### config.mk
export PLATFORM = sky130hd
export DESIGN_NAME = im_loader
export DESIGN_NICKNAME = d
export VERILOG_FILES = /design/src/rtl/im_loader.sv
export SDC_FILE = /design/constraint.sdc
export NUM_CORES = 1
export LEC_CHECK = 0
export ABC_AREA = 1
export CORE_ASPECT_RATIO = 1.75
export CORE_MARGIN = 1
export CORE_UTILIZATION = 30
export DETAILED_ROUTE_END_ITERATION = 12
export PLACE_DENSITY = 0.54
export SLEW_MARGIN = 30
export SYNTH_ARGS = -nofsm -noshare
export SYNTH_HDL_FRONTEND = slang
export SYNTH_SLANG_ARGS = --single-unit
### constraint.sdc
create_clock -name clk -period 2.5 [get_ports clk]
set_input_delay 0.5 -clock clk [delete_from_list [all_inputs] [get_ports clk]]
set_output_delay 0.5 -clock clk [all_outputs]
set_load 0.1 [all_outputs]
### src/rtl/im_loader.sv
// Boot-time instruction-memory loader: receives a little-endian word count and
// program bytes, packs them into 32-bit words and holds the CPU until loading ends.
module im_loader #(
    parameter int ADDR_WIDTH = 32,
    parameter int DATA_WIDTH = 32,
    parameter int DEPTH      = 128
) (
    input  logic                  clk,
    input  logic                  rst,
    input  logic                  start,
    input  logic                  in_valid,
    input  logic [7:0]            in_byte,
    output logic                  in_ready,
    output logic                  im_we,
    output logic [ADDR_WIDTH-1:0] im_addr,
    output logic [DATA_WIDTH-1:0] im_data,
    output logic                  cpu_hold,
    output logic                  busy,
    output logic                  done,
    output logic                  err,
    output logic [15:0]           words_loaded
);

    typedef enum logic [2:0] {
        S_IDLE  = 3'd0,
        S_HDR0  = 3'd1,
        S_HDR1  = 3'd2,
        S_BYTES = 3'd3,
        S_WRITE = 3'd4,
        S_DONE  = 3'd5,
        S_ERR   = 3'd6
    } state_t;

    localparam logic [15:0]           MAX_WORDS = 16'(DEPTH / 4);
    localparam logic [ADDR_WIDTH-1:0] ADDR_STEP = ADDR_WIDTH'(4);

    state_t                state_r, state_s;
    logic [15:0]           len_r, len_s;
    logic [1:0]            byte_cnt_r, byte_cnt_s;
    logic                  im_we_s;
    logic [ADDR_WIDTH-1:0] im_addr_s;
    logic [DATA_WIDTH-1:0] im_data_s;
    logic                  cpu_hold_s;
    logic                  busy_s;
    logic                  done_s;
    logic                  err_s;
    logic [15:0]           words_loaded_s;
    logic                  xfer_s;
    logic [15:0]           hdr_len_s;
    logic [15:0]           words_inc_s;

    // Byte acceptance is a pure state decode so it reacts in the same cycle.
    always_comb begin
        in_ready = 1'b0;
        case (state_r)
            S_HDR0, S_HDR1, S_BYTES: in_ready = 1'b1;
            default:                 in_ready = 1'b0;
        endcase
    end

    assign xfer_s      = in_valid && in_ready;
    assign hdr_len_s   = {in_byte, len_r[7:0]};
    assign words_inc_s = words_loaded + 16'd1;

    // Next-state and next-output decode; every output is captured in a flop.
    always_comb begin
        state_s        = state_r;
        len_s          = len_r;
        byte_cnt_s     = byte_cnt_r;
        im_we_s        = 1'b0;
        im_addr_s      = im_addr;
        im_data_s      = im_data;
        cpu_hold_s     = cpu_hold;
        busy_s         = busy;
        done_s         = done;
        err_s          = err;
        words_loaded_s = words_loaded;

        case (state_r)
            S_IDLE, S_DONE, S_ERR: begin
                if (start) begin
                    state_s        = S_HDR0;
                    busy_s         = 1'b1;
                    cpu_hold_s     = 1'b1;
                    done_s         = 1'b0;
                    err_s          = 1'b0;
                    words_loaded_s = 16'd0;
                    im_addr_s      = '0;
                    byte_cnt_s     = 2'd0;
                end else begin
                    state_s = state_r;
                end
            end
            S_HDR0: begin
                if (xfer_s) begin
                    len_s[7:0] = in_byte;
                    state_s    = S_HDR1;
                end else begin
                    state_s = S_HDR0;
                end
            end
            S_HDR1: begin
                if (xfer_s) begin
                    len_s[15:8] = in_byte;
                    if (hdr_len_s == 16'd0) begin
                        state_s    = S_DONE;
                        done_s     = 1'b1;
                        busy_s     = 1'b0;
                        cpu_hold_s = 1'b0;
                    end else if (hdr_len_s > MAX_WORDS) begin
                        state_s = S_ERR;
                        err_s   = 1'b1;
                        busy_s  = 1'b0;
                    end else begin
                        state_s = S_BYTES;
                    end
                end else begin
                    state_s = S_HDR1;
                end
            end
            S_BYTES: begin
                if (xfer_s) begin
                    im_data_s[{byte_cnt_r, 3'b000} +: 8] = in_byte;
                    byte_cnt_s = byte_cnt_r + 2'd1;
                    if (byte_cnt_r == 2'd3) begin
                        state_s = S_WRITE;
                        im_we_s = 1'b1;
                    end else begin
                        state_s = S_BYTES;
                    end
                end else begin
                    state_s = S_BYTES;
                end
            end
            S_WRITE: begin
                words_loaded_s = words_inc_s;
                im_addr_s      = im_addr + ADDR_STEP;
                if (words_inc_s == len_r) begin
                    state_s    = S_DONE;
                    done_s     = 1'b1;
                    busy_s     = 1'b0;
                    cpu_hold_s = 1'b0;
                end else begin
                    state_s = S_BYTES;
                end
            end
            default: begin
                state_s = S_IDLE;
            end
        endcase
    end

    // State and output registers with synchronous active-low reset.
    always_ff @(posedge clk) begin
        if (!rst) begin
            state_r      <= S_IDLE;
            len_r        <= 16'd0;
            byte_cnt_r   <= 2'd0;
            im_we        <= 1'b0;
            im_addr      <= '0;
            im_data      <= '0;
            cpu_hold     <= 1'b1;
            busy         <= 1'b0;
            done         <= 1'b0;
            err          <= 1'b0;
            words_loaded <= 16'd0;
        end else begin
            state_r      <= state_s;
            len_r        <= len_s;
            byte_cnt_r   <= byte_cnt_s;
            im_we        <= im_we_s;
            im_addr      <= im_addr_s;
            im_data      <= im_data_s;
            cpu_hold     <= cpu_hold_s;
            busy         <= busy_s;
            done         <= done_s;
            err          <= err_s;
            words_loaded <= words_loaded_s;
        end
    end

endmodule

==> results of run 1 <==
area by class of cell:
cell class / count / area [um2] / area share, %
Clock buffer: 9 / 225 / 3.31
Clock inverter: 7 / 70.1 / 1.03
Inverter: 86 / 323 / 4.75
Multi-Input combinational cell: 567 / 2800 / 41.3
Sequential cell: 104 / 2090 / 30.8
Tap cell: 231 / 289 / 4.25
Timing Repair Buffer: 129 / 991 / 14.6
cells in the final DEF (no fill, tap or decap), types with 3 or more instances in the layout:
cell                              instances
sky130_fd_sc_hd__nor3_1                  16
sky130_fd_sc_hd__nor2_2                   6
sky130_fd_sc_hd__dfxtp_1                 94
sky130_fd_sc_hd__nand4_1                 36
sky130_fd_sc_hd__clkbuf_16                9
sky130_fd_sc_hd__nand3b_1                 3
sky130_fd_sc_hd__xor2_1                   4
sky130_fd_sc_hd__nor3b_1                  3
sky130_fd_sc_hd__nor4_1                   3
sky130_fd_sc_hd__o21ai_0                 54
sky130_fd_sc_hd__a22oi_1                  4
sky130_fd_sc_hd__nand2_1                187
sky130_fd_sc_hd__nand3_1                 59
sky130_fd_sc_hd__a31oi_1                  4
sky130_fd_sc_hd__nor2_4                   3
sky130_fd_sc_hd__a211oi_1                 9
sky130_fd_sc_hd__dfxtp_2                 10
sky130_fd_sc_hd__inv_1                   80
sky130_fd_sc_hd__a21oi_1                 81
sky130_fd_sc_hd__clkinv_2                 3
sky130_fd_sc_hd__nor2_1                  67
sky130_fd_sc_hd__buf_4                  118
sky130_fd_sc_hd__clkdlybuf4s50_1         10
sky130_fd_sc_hd__clkinv_1                 4
sky130_fd_sc_hd__ha_1                     8
tightest hold or removal path: cells and delay by family (launching register included):
family	cells	cell delay (ns)
AO/OA/AOI/OAI	1	0.05
AND/OR/NAND/NOR	1	0.06
flip-flops	1	0.31
Yosys cell counts (all sizes together), types with 4 or more instances:
master / instances
nand2: 188
dfxtp: 104
a21oi: 82
inv: 82
nor2: 76
nand3: 60
o21ai: 54
nand4: 36
clkbuf: 21
nor3: 18
buf: 10
a211oi: 9
ha: 8
a22oi: 4
a31oi: 4
clkinv: 4
xor2: 4
how the worst min path moves through the flow:
stage | start | to | slack, ns | depth (start not counted)
5_1_grt | cpu_hold | cpu_hold | 0.50 | 2
4_1_cts | im_data[8] | im_data[8] | 0.47 | 2
3_5_place_dp | im_data[8] | im_data[8] | 0.46 | 2
2_1_floorplan | len_r[1] | len_r[1] | 0.46 | 2
6_report | im_data[8] | im_data[8] | 0.47 | 2
3_3_place_gp | im_data[8] | im_data[8] | 0.46 | 2
metal layers:
| metal | share of wire (%) | vias up |
|---|---|---|
| li1 | - | 2861 |
| met1 | 40 | 2537 |
| met2 | 54 | 101 |
| met3 | 3.5 | 20 |
| met4 | 2.1 | 0 |
| met5 | 0 | - |
registers in the layout, summed over array words and instances (netlist names):
signal / count
done: 1
im_data: 32
err: 1
im_addr: 30
busy: 1
cpu_hold: 1
byte_cnt_r: 2
state_r: 3
words_loaded: 16
len_r: 16
im_we: 1
cell families after synthesis:
group / after synthesis / synth area share [%]
buf+inv: 117 / 8.52
compound gates: 161 / 16.4
simple gates: 390 / 32.7
xor+xnor: 6 / 1.50
other cells: 1 / 0.0703
flops: 104 / 39.0
fa+ha+maj: 8 / 1.88
where the power goes:
part / internal (W) / switching [W]
clock: 0.000780 / 0.000685
sequential: 0.00179 / 0.000113
combinational: 0.000502 / 0.00127
total: 0.00307 / 0.00207
through the flow:
stage / util, % / instances / hold WS [ns] / power (W) / area [um2]
6_report: 38.9 / 1133 / 0.466 / 0.00513 / 6800
5_1_grt: 38.9 / 1133 / 0.496 / 0.00544 / 6800
4_1_cts: 38.9 / 1133 / 0.467 / 0.00519 / 6800
3_5_place_dp: 37.2 / 1117 / 0.456 / 0.00371 / 6500
3_3_place_gp: 37.2 / 1117 / 0.457 / 0.00371 / 6500
2_1_floorplan: - / 788 / 0.456 / 0.00317 / 5350
==> results.toml, run 1 <==
[outcome]
status = "complete, no violations"

[critical_path]
r2r_start = "words_loaded[1]"
critical_path.cell_chain = "ha_1 > nand2_1 > nor2_4 > nand3_1 > nand2_1 > nand2_1 > nand2_1 > nand2_1 > nor2_1 > nand2_1 > nor2_1 > nand2_1 > nand2_2 > nand2_1 > nand2_1 > nand3_1"
critical_path.max_stage_delay_ns = 0.36
r2r-end = "cpu_hold"
cpMaxStageDelayCell = "sky130_fd_sc_hd__dfxtp_2"
endpoint = "cpu_hold"
worstSetupPathDepth = 16
cpMostUsedCell = "sky130_fd_sc_hd__nand2_1"
cp_num_buf_inv = 0
worst_setup_path_start_kind = "register"
worstPathRequired_ns = 2.72
cp_top_family = "simple AND/OR/NAND/NOR gates"
timing_worst_setup_path_type = "register to register"
timing.critical_path.to_type = "register"
reg2reg_slack_ns = 0.33
critical_path.max_fanout = 9
cp-startpoint = "words_loaded[1]"
cp.arrival_ns = 2.39
r2r.worst_path.cells = 16

[synthesis]
ys.flop_type = "sky130_fd_sc_hd__dfxtp_1"
synth.yosys.seq_area_share_pct = 39.0
synth-edff-count = 0
yosys.cell_types.count = 39
synth.top_cell.area_share_pct = 39.0
syn-mean-instance-area_um2 = 6.78
synthesis.yosys.warnings = 0
yosys_register_bits = 104
ys_top_cells_by_area = "sky130_fd_sc_hd__dfxtp_1 39%, sky130_fd_sc_hd__nand2_1 13%, sky130_fd_sc_hd__a21oi_1 7.6%, sky130_fd_sc_hd__inv_1 5.6%, sky130_fd_sc_hd__nand3_1 5.5%"
post_synth_instance_area_um2 = 5330
synth_cells = 787
synth.largest_area_cell = "sky130_fd_sc_hd__dfxtp_1"
ys_async_sr_fraction_pct = 0

[clock_tree]
holdBufCountCts = 0
clock_tree_from_tritoncts = "yes"
clk_path_buf_depth = 2
worst_setup_hold_path_clk_slew_ns = 0.07
cts-buffers-inserted = 9
clk_root_buffer_cell = "sky130_fd_sc_hd__clkbuf_16"
sink_count = 104
clk-insertion-delay-late_ns = 0.36
postCtsResizedCells = 0
cts_htree_levels = 3
cts_setup_buffers = 0

[sta]
max_clock_freq_mhz = 462
worstMarginPinSlew_ns = 0.764
setup_slack_ns = 0.334
count_of_final_hold_check_violations = 0
total_setup_violations_reported_at_the_end_of_the_flow = 0
setup_tns_ns = 0
shortest_period_the_worst_path_allows_ns = 2.17
unrepaired_setup_endpoints_after_global_routing = "no"
slew-limit-headroom_pct = 49.0
slew_violations = 0
fin_crit_sh_pct = 86.6
skew_ns = 0.00666

[grt]
antenna_found_initial = 0
grt.met1_usage_pct = 21.4
global_route.usage.met3_pct = 3.57
globalRoute.totalOverflow = 0
grt_pass1_wl_mm = 27.0
first_global_vias = 5277
grt_start_max_net_pins = 53
met2_usage_in_global_routing_pct = 35.1
global_route.usage.total_pct = 19.1
top_usage_layer = "met2"

[worst_hold_path]
timing.hold.worst.class = "register to register"

[placement]
detailedPlacementHpwl_mm = 12.6
gp_routability_congestion = 0.801
detailedPlace.worstSlack_ns = 0.226
place.port_buffers = 95

[final_layout]
area_growth_syn_to_layout_pct = 27.4
fraction_of_final_layout_cells_with_drive_strength_greater_than_1_pct = 18.1
fill_cells = 1970
number_of_antenna_repair_diodes = 0
final_nets = 917

[detailed_routing]
post_drt_wl_per_cell_um = 14.9
detail_route.drc_violations = 0
drt_wl_total_mm = 16.8
vias_per_cell = 4.87
drtIter0Drc = 203
via_count = 5519
detail_route.first_pass.iterations = 6
antenna_viol_nets_final = 0

[pwr]
total_leakage_power_nw = 2.72
irDropWorstVdd_uv = 528
power_per_unit_of_standard_cell_area_nw_per_um2 = 755

[floorplan]
fp.dieW_um = 103
die_h_um = 178
dieArea_um2 = 18300
initial_utilization_pct = 30.6
num_rows = 64
boundaryPins = 98
design.core.area_um2 = 17500

[flow_run]
maxCapViolCount = 0
No activity file was read; power rests on OpenSTA's default activity.
==> inputs of run 2 (changes only) <==
- CTS_CLUSTER_SIZE: not set -> 28
==> results of run 2 <==
The final DEF is identical to that of run 1; final timing and power are the same.
==> inputs of run 3 (changes only) <==
- SKIP_LAST_GASP: not set -> 1
==> results of run 3 <==
The final DEF is identical to that of run 1; final timing and power are the same.
